[src/rtl/accel_pkg.sv]
// Shared types and constants for the SRAM read-side streaming path.
// The SRAM geometry sets the default widths of the streamer and its output buffer.
package accel_pkg;

  localparam int SRAM_DEPTH        = 512;
  localparam int SRAM_DATA_W       = 128;
  localparam int SRAM_ADDR_W       = $clog2(SRAM_DEPTH);
  localparam int STREAM_FIFO_DEPTH = 2;

  typedef logic [SRAM_DATA_W-1:0] sram_word_t;
  typedef logic [SRAM_ADDR_W-1:0] sram_addr_t;
  typedef logic [SRAM_ADDR_W:0]   word_cnt_t;

  typedef struct packed {
    logic       last;
    sram_word_t data;
  } stream_entry_t;

  typedef enum logic [1:0] {
    ST_IDLE,
    ST_RUN,
    ST_DRAIN,
    ST_DONE
  } streamer_state_t;

  function automatic sram_addr_t burst_addr(input sram_addr_t base, input word_cnt_t idx);
    return base + idx[SRAM_ADDR_W-1:0];
  endfunction

endpackage

[src/rtl/stream_fifo.sv]
// Small first-word-fall-through buffer holding {last, data} entries.
// The head entry is visible on o_data whenever o_empty is low.
module stream_fifo #(
  parameter  int WIDTH = 8,
  parameter  int DEPTH = 2,
  localparam int CNT_W = $clog2(DEPTH + 1),
  localparam int PTR_W = (DEPTH > 1) ? $clog2(DEPTH) : 1
) (
  input  logic             clk,
  input  logic             rst_n,
  input  logic             i_push,
  input  logic [WIDTH-1:0] i_data,
  input  logic             i_pop,
  output logic [WIDTH-1:0] o_data,
  output logic [CNT_W-1:0] o_count,
  output logic             o_full,
  output logic             o_empty
);

  logic [WIDTH-1:0] r_mem [DEPTH];
  logic [PTR_W-1:0] r_wr_ptr;
  logic [PTR_W-1:0] r_rd_ptr;
  logic [CNT_W-1:0] r_count;
  logic             w_pop;

  function automatic logic [PTR_W-1:0] ptr_inc(input logic [PTR_W-1:0] ptr);
    return (ptr == PTR_W'(DEPTH - 1)) ? '0 : ptr + PTR_W'(1);
  endfunction

  // A pop on an empty buffer is dropped so the pointers can never cross.
  assign w_pop = i_pop && (r_count != '0);

  always_ff @(posedge clk) begin
    if (i_push) begin
      r_mem[r_wr_ptr] <= i_data;
    end
  end

  always_ff @(posedge clk) begin
    if (!rst_n) begin
      r_wr_ptr <= '0;
      r_rd_ptr <= '0;
      r_count  <= '0;
    end else begin
      if (i_push) begin
        r_wr_ptr <= ptr_inc(r_wr_ptr);
      end
      if (w_pop) begin
        r_rd_ptr <= ptr_inc(r_rd_ptr);
      end
      case ({i_push, w_pop})
        2'b10:   r_count <= r_count + CNT_W'(1);
        2'b01:   r_count <= r_count - CNT_W'(1);
        default: r_count <= r_count;
      endcase
    end
  end

  assign o_data  = r_mem[r_rd_ptr];
  assign o_count = r_count;
  assign o_full  = (r_count == CNT_W'(DEPTH));
  assign o_empty = (r_count == '0);

endmodule

[src/rtl/sram_read_streamer.sv]
// Bursts reads out of a 1r1w SRAM read port and re-times the returned words into a
// valid/ready stream; a read is only issued when buffer space for its data is guaranteed.
module sram_read_streamer
  import accel_pkg::*;
#(
  parameter int DATA_WIDTH = SRAM_DATA_W,
  parameter int ADDR_WIDTH = SRAM_ADDR_W,
  parameter int FIFO_DEPTH = STREAM_FIFO_DEPTH
) (
  input  logic                  clk,
  input  logic                  rst_n,
  input  logic                  i_start,
  input  logic [ADDR_WIDTH-1:0] i_base_addr,
  input  logic [ADDR_WIDTH:0]   i_num_words,
  output logic                  o_busy,
  output logic                  o_done,
  output logic                  o_sram_csb,
  output logic [ADDR_WIDTH-1:0] o_sram_addr,
  input  logic [DATA_WIDTH-1:0] i_sram_dout,
  output logic [DATA_WIDTH-1:0] o_out_data,
  output logic                  o_out_valid,
  input  logic                  i_out_ready,
  output logic                  o_out_last
);

  localparam int CNT_W = $clog2(FIFO_DEPTH + 1);
  localparam int OCC_W = CNT_W + 1;
  localparam logic [ADDR_WIDTH:0] CNT_ONE = 1;

  streamer_state_t       r_state;
  logic [ADDR_WIDTH-1:0] r_base;
  logic [ADDR_WIDTH:0]   r_num;
  logic [ADDR_WIDTH:0]   r_issued_cnt;
  logic [ADDR_WIDTH:0]   r_popped_cnt;
  logic                  r_pending;
  logic                  r_pending_last;
  logic                  r_busy;
  logic                  r_done;

  logic                  w_pop;
  logic                  w_issue;
  logic                  w_last_issue;
  logic [OCC_W-1:0]      w_occupancy;
  logic [CNT_W-1:0]      w_fifo_count;
  logic                  w_fifo_full;
  logic                  w_fifo_empty;
  logic [DATA_WIDTH:0]   w_fifo_head;

  assign w_pop = o_out_valid && i_out_ready;

  // Words already buffered plus the one in flight, less the one leaving this cycle.
  assign w_occupancy = OCC_W'(w_fifo_count) + OCC_W'(r_pending) - OCC_W'(w_pop);

  assign w_issue = rst_n
                && (r_state == ST_RUN)
                && (w_occupancy < OCC_W'(FIFO_DEPTH))
                && (r_issued_cnt < r_num);

  assign w_last_issue = w_issue && ((r_issued_cnt + CNT_ONE) == r_num);

  assign o_sram_csb  = !w_issue;
  assign o_sram_addr = w_issue ? (r_base + r_issued_cnt[ADDR_WIDTH-1:0]) : '0;

  // dout is only valid in the cycle after the read, so it is captured on that edge.
  stream_fifo #(
    .WIDTH (DATA_WIDTH + 1),
    .DEPTH (FIFO_DEPTH)
  ) u_fifo (
    .clk     (clk),
    .rst_n   (rst_n),
    .i_push  (r_pending),
    .i_data  ({r_pending_last, i_sram_dout}),
    .i_pop   (w_pop),
    .o_data  (w_fifo_head),
    .o_count (w_fifo_count),
    .o_full  (w_fifo_full),
    .o_empty (w_fifo_empty)
  );

  assign o_out_valid = !w_fifo_empty;
  assign o_out_data  = w_fifo_head[DATA_WIDTH-1:0];
  assign o_out_last  = o_out_valid && w_fifo_head[DATA_WIDTH];
  assign o_busy      = r_busy;
  assign o_done      = r_done;

  always_ff @(posedge clk) begin
    if (!rst_n) begin
      r_state        <= ST_IDLE;
      r_base         <= '0;
      r_num          <= '0;
      r_issued_cnt   <= '0;
      r_popped_cnt   <= '0;
      r_pending      <= 1'b0;
      r_pending_last <= 1'b0;
      r_busy         <= 1'b0;
      r_done         <= 1'b0;
    end else begin
      r_pending      <= w_issue;
      r_pending_last <= w_last_issue;
      r_done         <= 1'b0;
      if (w_issue) begin
        r_issued_cnt <= r_issued_cnt + CNT_ONE;
      end
      if (w_pop) begin
        r_popped_cnt <= r_popped_cnt + CNT_ONE;
      end
      case (r_state)
        ST_IDLE: begin
          if (i_start) begin
            r_base       <= i_base_addr;
            r_num        <= i_num_words;
            r_issued_cnt <= '0;
            r_popped_cnt <= '0;
            r_busy       <= 1'b1;
            if (i_num_words == '0) begin
              r_state <= ST_DONE;
              r_done  <= 1'b1;
            end else begin
              r_state <= ST_RUN;
            end
          end
        end
        ST_RUN: begin
          if (w_last_issue) begin
            r_state <= ST_DRAIN;
          end
        end
        ST_DRAIN: begin
          if (w_pop && o_out_last) begin
            r_state <= ST_DONE;
            r_done  <= 1'b1;
          end
        end
        ST_DONE: begin
          r_state <= ST_IDLE;
          r_busy  <= 1'b0;
        end
        default: begin
          r_state <= ST_IDLE;
          r_busy  <= 1'b0;
        end
      endcase
    end
  end

  a_no_capture_into_full: assert property (
    @(posedge clk) disable iff (!rst_n) !(r_pending && w_fifo_full)
  );

  a_last_is_final_word: assert property (
    @(posedge clk) disable iff (!rst_n)
    (w_pop && o_out_last) |-> (r_popped_cnt == (r_num - CNT_ONE))
  );

endmodule
[config.mk]
export PLATFORM = sky130hd
export DESIGN_NAME = sram_read_streamer
export DESIGN_NICKNAME = d
export VERILOG_FILES = /design/src/rtl/accel_pkg.sv /design/src/rtl/stream_fifo.sv /design/src/rtl/sram_read_streamer.sv
export SDC_FILE = /design/constraint.sdc
export NUM_CORES = 1
export LEC_CHECK = 0
export ABC_AREA = 1
export ABC_CLOCK_PERIOD_IN_PS = 7500
export CAP_MARGIN = 20
export CORE_UTILIZATION = 49
export DETAILED_ROUTE_END_ITERATION = 10
export GPL_TIMING_DRIVEN = 0
export PLACE_DENSITY = 0.89
export SLEW_MARGIN = 30
export SYNTH_ARGS = -nofsm -noshare
export SYNTH_HDL_FRONTEND = slang
export SYNTH_SLANG_ARGS = --single-unit
[constraint.sdc]
create_clock -name clk -period 7.5 [get_ports clk]
set_input_delay 1.875 -clock clk [delete_from_list [all_inputs] [get_ports clk]]
set_output_delay 1.875 -clock clk [all_outputs]
set_load 0.05 [all_outputs]
[After elaboration in Yosys (flattened, before gate mapping)]
Memory sizes are Yosys's and may differ from the RTL's. A register that Yosys moved wholly into a read port is not among the register bits.
Index checks and enable logic that the tools add are counted.
Word-level totals
  memory bits (read-only): 0
  logic and storage cells: 72
  RAM bits: 258
  memories: 1
  bits in latches: 0
  bits in registers: 39
Cells by class
  magnitude comparators: 2
  reductions and logical operators: 19
  eq/ne operators: 9
  $add $sub $neg: 8
  div/mod/pow operators: 0
  shift operators: 0
  bitwise operators: 0
  multiply operators: 0
  muxes and demuxes: 22
Memory list
  u_fifo.r_mem: depth 2, bits a word 129, rd ports 1, clocked after memory_dff 1, write ports 1, line stream_fifo.sv:20  | logic [WIDTH-1:0] r_mem [DEPTH];
Operators with widths (count)
  $mux W10: 3
  $add A10 B1 Y10 const B: 1
  $eq A10 B10 Y1: 1
  $logic_not A10 Y1: 1
  $lt A10 B10 Y1: 1
  $mux W1: 10
  $add A9 B9 Y9: 1
  $mux W9: 1
  $logic_and A1 B1 Y1: 8
  $mux W2: 4
  $pmux W2 S4: 1
  $eq A2 B2 Y1 const B: 3
  $ne A2 B2 Y1 const B: 3
  $reduce_bool A2 Y1: 3
  $eq A2 B1 Y1 const B: 2
  $logic_not A2 Y1: 2
  $pmux W1 S2: 2
  $pmux W2 S2: 1
  $reduce_and A2 Y1: 2
  $add A2 B1 Y3: 1
  $lt A3 B2 Y1 const B: 1
  $reduce_and A3 Y1: 1
  $sub A3 B1 Y3: 1
  $add A1 B1 Y1 const B: 2
  3 further kinds: 4

[Longest topological paths before layout]
Gate-level depths: netlist of run 1.
  depth in word-level cells: 10
  depth in mapped cells: 15
  mapped depth without buffers: 15

[Modules after synthesis]
From an unflattened synthesis of run 1, not the netlist that was laid out.
Second synthesis, totals
  cell total of the unflattened synthesis: 774
  area, all modules: 11946.5 µm²
By module, submodules not included
  stream_fifo: instances 1, cells an instance 439, area an instance 9590.4 µm², seq. area each 7847.5 µm²
  sram_read_streamer: instances 1, cells an instance 335, area an instance 2356.0 µm², seq. area each 700.7 µm²

[Worst setup path before layout of run 1]
OpenSTA, ideal clock, no wires.
  path type: input to output
  start: in i_out_ready
  end: out o_sram_addr[7]
  data arrival time: 4.636 ns
  cell stages on the path: 13
  required time: 5.625 ns
  path slack: 0.989 ns
  cells stage by stage: inv_1 -> nor2_1 -> ha_1 -> or2_2 -> fa_1 -> nand2_1 -> inv_1 -> nor2_1 -> nand4_1 -> nor2_1 -> buf_2 -> o21ai_0 -> a21oi_1
Between the ends
  longest elaborated chain between the ends: 6
RTL lines
  start, declared: line sram_read_streamer.sv:22  | input logic i_out_ready,
  $logic_and A1 B1 Y1: line sram_read_streamer.sv:49  | assign w_pop = o_out_valid && i_out_ready;
  $sub A3 B1 Y3: line sram_read_streamer.sv:52  | assign w_occupancy = OCC_W'(w_fifo_count) + OCC_W'(r_pending) - OCC_W'(w_pop);
  $lt A3 B2 Y1: line sram_read_streamer.sv:56  | && (w_occupancy < OCC_W'(FIFO_DEPTH))
  $logic_and A1 B1 Y1: line sram_read_streamer.sv:56
  $logic_and A1 B1 Y1: line sram_read_streamer.sv:57  | && (r_issued_cnt < r_num);
  $mux W9: line sram_read_streamer.sv:62  | assign o_sram_addr = w_issue ? (r_base + r_issued_cnt[ADDR_WIDTH-1:0]) : '0;
  end, declared: line sram_read_streamer.sv:18  | output logic [ADDR_WIDTH-1:0] o_sram_addr,
No other way between the ends.

[Worst setup path in the final report of run 1]
  start: in i_out_ready
  end: out o_sram_addr[1]
Same word-level chain as after synthesis.

==> results of run 1 <==
cells in the final DEF (no fill, tap or decap), types with 6 or more instances in the layout:
| cell | n |
|---|---|
| a21oi_1 | 39 |
| clkbuf_1 | 35 |
| clkbuf_16 | 31 |
| clkdlybuf4s50_1 | 285 |
| clkinv_1 | 6 |
| dfxtp_1 | 40 |
| edfxtp_1 | 258 |
| ha_1 | 25 |
| inv_1 | 44 |
| nand2_1 | 441 |
| nand3_1 | 18 |
| nor2_1 | 48 |
| o21ai_0 | 42 |
power by group:
part	internal [mW]	switching [mW]
clock	0.887	0.595
combinational	0.814	1.79
sequential	2.07	0.0925
total	3.77	2.48
state kept, by name (all words and copies together), names as in the netlist, named ones only:
signal	flops
r_issued_cnt	10
u_fifo.r_wr_ptr	1
u_fifo.r_mem	258
r_state	2
r_base	9
r_pending_last	1
o_busy	1
u_fifo.r_rd_ptr	1
u_fifo.o_count	2
r_pending	1
r_num	10
o_done	1
path summary, 6_finish.rpt:
path	to	from	depth (start not counted)	slack, ns
max	o_sram_addr[1]	i_out_ready	15	0.26
min	u_fifo.r_mem[0][128]	r_pending_last	0	0.43
max reg2reg	r_issued_cnt[0]	u_fifo.o_count[1]	13	4.50
min reg2reg	u_fifo.r_mem[0][128]	r_pending_last	0	0.43
cell families (layout without fill, tap and decap cells):
logic type               after synthesis  in the layout  share of synthesized area
AO/OA/AOI/OAI                         88             88                     0.0393
multiplexers                           1              1                   0.000845
AND/OR/NAND/NOR                      531            531                      0.177
buffers and inverters                 82            437                     0.0263
flip-flops                           298            298                      0.722
adder cells (fa/ha/maj)               27             27                     0.0298
XOR/XNOR                               5              5                    0.00549
layer usage:
| layer | GRT usage | vias up | part of all wire |
|---|---|---|---|
| li1 | - | 4145 | - |
| met1 | 0.241 | 4034 | 0.35 |
| met2 | 0.427 | 353 | 0.51 |
| met3 | 0.0713 | 82 | 0.095 |
| met4 | 0.103 | 2 | 0.042 |
| met5 | 0 | - | 0.00043 |
worst max-delay path, delay by kind of cell:
family | cells | cell delay, ns
adder cells (fa/ha/maj) | 2 | 0.67
buffers and inverters | 6 | 1.62
AND/OR/NAND/NOR | 7 | 1.20
what timing repair did:
item	CTS	global route
buffers inserted	0	0
setup endpoints to repair	4	9
gates resized for setup	4	4
hold endpoints to repair	0	0
layout make-up:
type                       count  share of cell area
buffer                        37             0.00871
clock buffer                  35              0.0483
timing repair buffer         301               0.191
clock inverter                19              0.0121
sequential                   298               0.522
tap                          319              0.0244
inverter                      45              0.0108
multi-input combinational    652               0.183
==> flow_summary.ini, run 1 <==
[critical_path]
worstPathMaxFanout = 10
end_kind = primary output
slowest_stage = clkdlybuf4s50_1
critPathMaxStageDelay_ns = 0.81
required_ns = 5.62
worstPathArrival_ns = 5.37
cp_cell_sequence = clkdlybuf4s50_1, inv_1, nor2_2, ha_1, or2_2, fa_1, nand2_1, inv_1, nor2_1, nand4_1, nor2_1, inv_1, buf_2, nor2_1, clkdlybuf4s50_1
critPathLaunchType = input port
worstSetupPathType = input port to primary output

[global_routing]
antenna_found_initial = 1
grt_pass1_vias = 8397
grt_pass1_wl_mm = 43.7
grtUsageTotal = 0.232
grt_start_max_net_pins = 81
overflow = 0

[place]
place_ws_ns = -0.0888
hpwl_mm = 21.0
dp.cells = 1652
place_area_um2 = 15400
portBuffers = 292
gp_congestion = 0.862

[status]
outcome = finished clean

[cts]
clock_latency_ns = 0.54
cts_tree = built
cts_buffer_depth = 3
clk_transition_reported_paths_ns = 0.06
clock_sinks = 298
cts_buffers = 30
cts_hold_repair.buffers = 0
h-tree-depth = 1
clockRootBuffer = clkbuf_16

[sta]
fmax_mhz = 138
fin_tns_setup_ns = 0
hold_viol = 0
finalWorstSetupSlack_ns = 0.258
timing.hold.ws_ns = 0.428
period_share = 0.966
period_needed_ns = 7.24
finalSetupViolations = 0
max_slew_margin = 0.428
finalMaxSlewViolations = 0
clock-skew-final_ns = 0.0120
rsz0062_at_grt = false
tightest_slew_ns = 0.858

[logic_synthesis]
synth_fp_nets = 1210
synth-seq-cells = 298
ys_warn_count = 0
ys_seq_area_frac = 0.722
ys.flop_type = edfxtp_1
syn_area_per_cell_um2 = 11.5
synthArstFlopShare = 0
synthCells = 1032
synth.distinct_cells = 33
synth_common_cells = nand2_1, edfxtp_1, nor2_1
synth_top_area_frac = 0.654
netlist.top_cell.by_area = edfxtp_1
syn_area_um2 = 11800
synthTopCellsByArea = edfxtp_1, nand2_1, dfxtp_1, ha_1, o21ai_0
synth_most_common_cell = nand2_1
synth_edf_count = 258

[route]
vias = 8616
drtIter0Drc = 611
first_pass_iters = 4
drcViolationCount = 0
drt-wirelength-per-cell_um = 17.6
postRouteAntennaNets = 0
routed_via_density = 5.05
totalWireLength_mm = 30.0

[layout]
multi_input_area_um2 = 2990
finalInstanceArea_um2 = 16400
nNetsFinal = 1543
regArea_um2 = 8550
fin_cells = 1706
n_antenna_cell = 0
nFillCells = 1610
area_growth_syn_to_layout_pct = 38.2
final_core_util = 0.693
drive_gt1_frac = 0.0534

[floorplanning]
core_area_um2 = 23600
initial_core_util = 0.502
die-area_um2 = 24800
die_h_um = 157
fp-row-count = 56
die_w_um = 157
ios = 293

[job]
drv_cap = 0

[min_path]
hp-class = flop to flop

[power_and_ir_drop]
power.density_nw_per_um2 = 381
peakVddDrop_uv = 236
power_mw = 6.24
p_leak_nw = 6.43
No activity file was read; power rests on OpenSTA's default activity.
==> run 2: changes to the inputs <==
- CTS_BUF_LIST: unset -> sky130_fd_sc_hd__clkbuf_8 sky130_fd_sc_hd__clkbuf_16
==> run 2 against run 1 <==
Effect of this change: design area did not move; critical path type unchanged; critical path depth did not move; power barely moved; worst setup slack barely moved; sequential cell count did not move; final cell count did not move; routed wire length barely moved; largest power group unchanged; critical endpoint unchanged.
==> flow_summary.ini, run 2 (same netlist as run 1, synthesis figures left out) <==
[layout]
nNetsFinal = 1543
top_register = u_fifo.r_mem
regArea_um2 = 8550
multi_input_area_um2 = 2990
largest_reg_flops = 258
layout_common_cells = nand2_1, clkdlybuf4s50_1, edfxtp_1
reg.largest.list = u_fifo.r_mem: 258 flops, r_issued_cnt: 10 flops, r_num: 10 flops
drive_gt1_frac = 0.0534
n_antenna_cell = 0
final_core_util = 0.693
final_common_cell = nand2_1
area_growth_syn_to_layout_pct = 38.2
nFillCells = 1610

[place]
place_ws_ns = -0.0888
portBuffers = 292
hpwl_mm = 21.0
gp_congestion = 0.862

[cts]
clockRootBuffer = clkbuf_16
post_cts_buffers = 0
cts_buffer_depth = 3
cts_tree = built
clock_latency_ns = 0.54
cts_buffers = 30
clock_sinks = 298
h-tree-depth = 1
clk_transition_reported_paths_ns = 0.06
cts_hold_repair.buffers = 0

[sta]
hold_viol = 0
fin_tns_setup_ns = 0
timing.hold.ws_ns = 0.428
period_needed_ns = 7.24
finalSetupViolations = 0
period_share = 0.966
fmax_mhz = 138
rsz0062_at_grt = false
finalMaxSlewViolations = 0
tightest_slew_ns = 0.863
max_slew_margin = 0.424
clock-skew-final_ns = 0.0124
finalWorstSetupSlack_ns = 0.258

[critical_path]
critPathLaunchType = input port
worstSetupPathType = input port to primary output
worst-r2r-setup-slack_ns = 4.49
worstPathArrival_ns = 5.37
required_ns = 5.62
startpoint = i_out_ready
end_kind = primary output
crit_end = o_sram_addr[1]
worstPathMaxFanout = 10
r2r_start = u_fifo.o_count[1]
r2r-end = r_issued_cnt[0]
r2r_cells = 13

[route]
postRouteAntennaNets = 0
totalWireLength_mm = 30.0
drtIter0Drc = 603
routed_via_density = 5.05
drt-wirelength-per-cell_um = 17.6
drcViolationCount = 0
vias = 8618
first_pass_iters = 5

[power_and_ir_drop]
power.density_nw_per_um2 = 381
internal-power_mw = 3.76
peakVddDrop_uv = 236
p_comb_frac = 0.417
switching_share = 0.397
p_leak_nw = 6.44
power_switching_mw = 2.48
seq_power_share = 0.346
clock_power_share = 0.237

[status]
outcome = finished clean

[floorplanning]
die_h_um = 157
initial_core_util = 0.502
ios = 293
core_area_um2 = 23600
die-area_um2 = 24800
die_w_um = 157
fp-row-count = 56

[global_routing]
antenna_found_initial = 1
grt_pass1_vias = 8397
grtUsageTotal = 0.232
grt_pass1_wl_mm = 43.7
grt_start_max_net_pins = 81
overflow = 0

[job]
drv_cap = 0

[min_path]
hp-class = flop to flop
==> run 2: cell count changes in the layout (fill, tap and decap cells not counted) <==
| cell | before | now |
|---|---|---|
| clkbuf_1 | 35 | 31 |
| inv_1 | 44 | 48 |
==> run 2: final cells by class <==
cell class	count	area share
multi-input combinational	652	0.183
inverter	45	0.0108
buffer	37	0.00871
sequential	298	0.522
tap	319	0.0244
clock buffer	31	0.0474
timing repair buffer	301	0.191
clock inverter	23	0.0130
==> run 2: what timing repair did <==
| action | CTS | global route |
|---|---|---|
| gates resized for setup | 4 | 4 |
| endpoints found under the setup margin | 4 | 9 |
| pin swaps | 0 | 0 |
==> run 2: worst min path at each step <==
stage	endpoint	slack, ns	startpoint	cells after the start
floorplan	u_fifo.r_mem[0][128]	0.40	r_pending_last	0
CTS	u_fifo.r_mem[0][128]	0.43	r_pending_last	0
detailed placement	u_fifo.r_mem[0][128]	0.42	r_pending_last	0
finish	u_fifo.r_mem[0][128]	0.43	r_pending_last	0
global route	u_fifo.r_mem[1][128]	0.44	r_pending_last	0
global placement	u_fifo.r_mem[0][128]	0.41	r_pending_last	0
==> run 2: stage by stage <==
step | std cells | power, mW | cell area [µm²]
2_1_floorplan | 1032 | 3.84 | 11800
3_3_place_gp | 1643 | 4.71 | 15200
3_5_place_dp | 1652 | 4.78 | 15400
4_1_cts | 1706 | 6.26 | 16400
5_1_grt | 1706 | 6.51 | 16400
6_report | 1706 | 6.24 | 16400
==> run 2: worst max-delay path, cell delays in order <==
cell and delay (ns):
clkdlybuf4s50_1 0.45, inv_1 0.04, nor2_2 0.28, ha_1 0.29, or2_2 0.30, fa_1 0.38, nand2_1 0.08, inv_1 0.04
nor2_1 0.07, nand4_1 0.11, nor2_1 0.25, inv_1 0.08, buf_2 0.20, nor2_1 0.11, clkdlybuf4s50_1 0.81
==> run 2: routing by layer <==
| layer | GRT usage | wire [µm] | up-vias |
|---|---|---|---|
| li1 | - | - | 4145 |
| met1 | 0.241 | 10700 | 4042 |
| met2 | 0.427 | 15300 | 347 |
| met3 | 0.0713 | 2830 | 82 |
| met4 | 0.103 | 1250 | 2 |
| met5 | 0 | 13 | - |
==> run 2: power groups by stage <==
stage	registers, mW	logic (mW)	clock network [mW]
floorplan	2.21	1.63	0
CTS	2.16	2.61	1.50
finish	2.16	2.60	1.48
global route	2.18	2.77	1.56
detailed placement	2.19	2.59	0
global placement	2.25	2.46	0
==> run 3: changes to the inputs <==
- CORE_ASPECT_RATIO: unset -> 0.6
- CORE_MARGIN: unset -> 4
==> run 3 against run 2 <==
Effect of this change: global-route usage shrank 0.33 points; power shrank 1.8%; die area grew 8.1%; utilization is essentially flat; register-to-register slack lost 0.06 ns; routed wire length grew 7.1%; highest routed layer unchanged.
==> flow_summary.ini, run 3 (same netlist as run 1, synthesis figures left out) <==
[min_path]
whs_endpoint = u_fifo.r_rd_ptr
hold-path-cell-count = 1
hp-start = u_fifo.r_rd_ptr
hp-class = flop to flop

[sta]
hold_viol = 0
finalMaxSlewViolations = 0
finalSetupViolations = 0
period_needed_ns = 7.32
max_slew_margin = 0.463
timing.hold.ws_ns = 0.452
clock-skew-final_ns = 0.0169
tightest_slew_ns = 0.805
fin_tns_setup_ns = 0
rsz0062_at_grt = false
fmax_mhz = 137
finalWorstSetupSlack_ns = 0.175
period_share = 0.977

[place]
gp_congestion = 0.952
hpwl_mm = 23.2
dp.cells = 1647
portBuffers = 292
place_ws_ns = -0.207

[critical_path]
r2r-end = r_state[0]
worstSetupPathType = input port to primary output
worst-r2r-setup-slack_ns = 4.43
worstPathMaxFanout = 10
worstPathArrival_ns = 5.45
end_kind = primary output
r2r_start = u_fifo.o_count[1]
r2r_cells = 15
critPathLaunchType = input port
required_ns = 5.62

[cts]
cts_tree = built
cts_buffers = 27
cts_hold_repair.buffers = 0
clk_transition_reported_paths_ns = 0.06
h-tree-depth = 1
clock_latency_ns = 0.52
cts_buffer_depth = 3
clock_sinks = 298
clockRootBuffer = clkbuf_16

[layout]
nNetsFinal = 1539
multi_input_area_um2 = 2990
area_growth_syn_to_layout_pct = 37.2
layout_common_cells = nand2_1, clkdlybuf4s50_1, edfxtp_1
regArea_um2 = 8550
final_common_cell = nand2_1
n_antenna_cell = 0
nFillCells = 1595
fin_cells = 1696
reg.largest.list = u_fifo.r_mem: 258 flops, r_issued_cnt: 10 flops, r_num: 10 flops
largest_reg_flops = 258
drive_gt1_frac = 0.0478
top_register = u_fifo.r_mem

[global_routing]
grt_start_max_net_pins = 71
grtUsageTotal = 0.229
grt_pass1_wl_mm = 47.6
grt_pass1_vias = 8602
overflow = 0
antenna_found_initial = 1

[power_and_ir_drop]
peakVddDrop_uv = 266
power.density_nw_per_um2 = 377
p_leak_nw = 6.47
power_mw = 6.13

[floorplanning]
die_h_um = 128
core_area_um2 = 23500
die_w_um = 209
ios = 293
initial_core_util = 0.505
die-area_um2 = 26800
fp-row-count = 43

[route]
drt-wirelength-per-cell_um = 19.0
drcViolationCount = 0
vias = 8728
top_layer = met5
met1_length_mm = 13.2
wl_met3_mm = 3.31
totalWireLength_mm = 32.2
dr_wl_met2_mm = 14.8
postRouteAntennaNets = 0
drtIter0Drc = 660
first_pass_iters = 5
routed_via_density = 5.15

[job]
drv_cap = 0

[status]
outcome = finished clean
## run 3: changes by cell type in the layout (fill, tap and decap cells not counted), sizes merged, moves of 2 or more
cell | before | now
bufinv | 4 | 2
dlymetal6s2s | 3 | 7
clkinv | 13 | 8
dlygate4sd2 | 4 | 2
clkdlybuf4s50 | 285 | 283
inv | 49 | 55
clkbuf | 62 | 59
## run 3: how the worst max path moves through the flow
stage,depth (start not counted),from,endpoint,slack [ns]
6_report,15,i_out_ready,o_sram_addr[7],0.18
5_1_grt,15,i_out_ready,o_sram_addr[7],0.005
4_1_cts,15,i_out_ready,o_sram_addr[2],0.002
3_5_place_dp,15,i_out_ready,o_sram_addr[7],-0.21
3_3_place_gp,2,r_pending,u_fifo.r_mem[0][119],-1.96
2_1_floorplan,13,i_out_ready,o_sram_addr[7],0.99
## run 3: metrics by stage
step	util	instance area, µm²
6_report	0.693	16300
5_1_grt	0.693	16300
4_1_cts	0.692	16200
3_5_place_dp	0.656	15400
3_3_place_gp	0.646	15200
2_1_floorplan	-	11800
## run 3: critical path: stages
cell	delay, ns
clkdlybuf4s50_1	0.46
inv_1	0.05
nor2_2	0.32
ha_1	0.29
or2_2	0.30
fa_1	0.39
nand2_1	0.08
inv_1	0.04
nor2_1	0.07
nand4_1	0.08
nor2_1	0.29
buf_2	0.35
o21ai_0	0.14
a21oi_1	0.14
dlygate4sd2_1	0.55
## run 3: report_power, final
| group | total [mW] | internal [mW] | switching [mW] | leakage (nW) |
|---|---|---|---|---|
| Clock | 1.31 | 0.733 | 0.581 | 0.449 |
| Sequential | 2.15 | 2.06 | 0.0907 | 2.66 |
| Combinational | 2.66 | 0.826 | 1.83 | 3.35 |
| Total | 6.13 | 3.62 | 2.50 | 6.47 |
## run 3: layer usage
metal	track usage	vias to the layer above
met1	0.305	4108
met3	0.0719	60
met2	0.372	417
met4	0.0590	2
li1	-	4141
met5	0	-
## run 3: timing repair
item	in CTS	in global routing
buffers inserted	0	0
setup endpoints to repair	7	7
resized for setup	3	7
## run 3: final cells by class
class | count | area share
repair buffers | 300 | 0.194
multi-input cells | 652 | 0.184
plain buffers | 37 | 0.00878
flip-flops and latches | 298 | 0.526
well taps | 315 | 0.0242
clock inverters | 21 | 0.00924
inverters | 45 | 0.0109
clock buffers | 28 | 0.0424
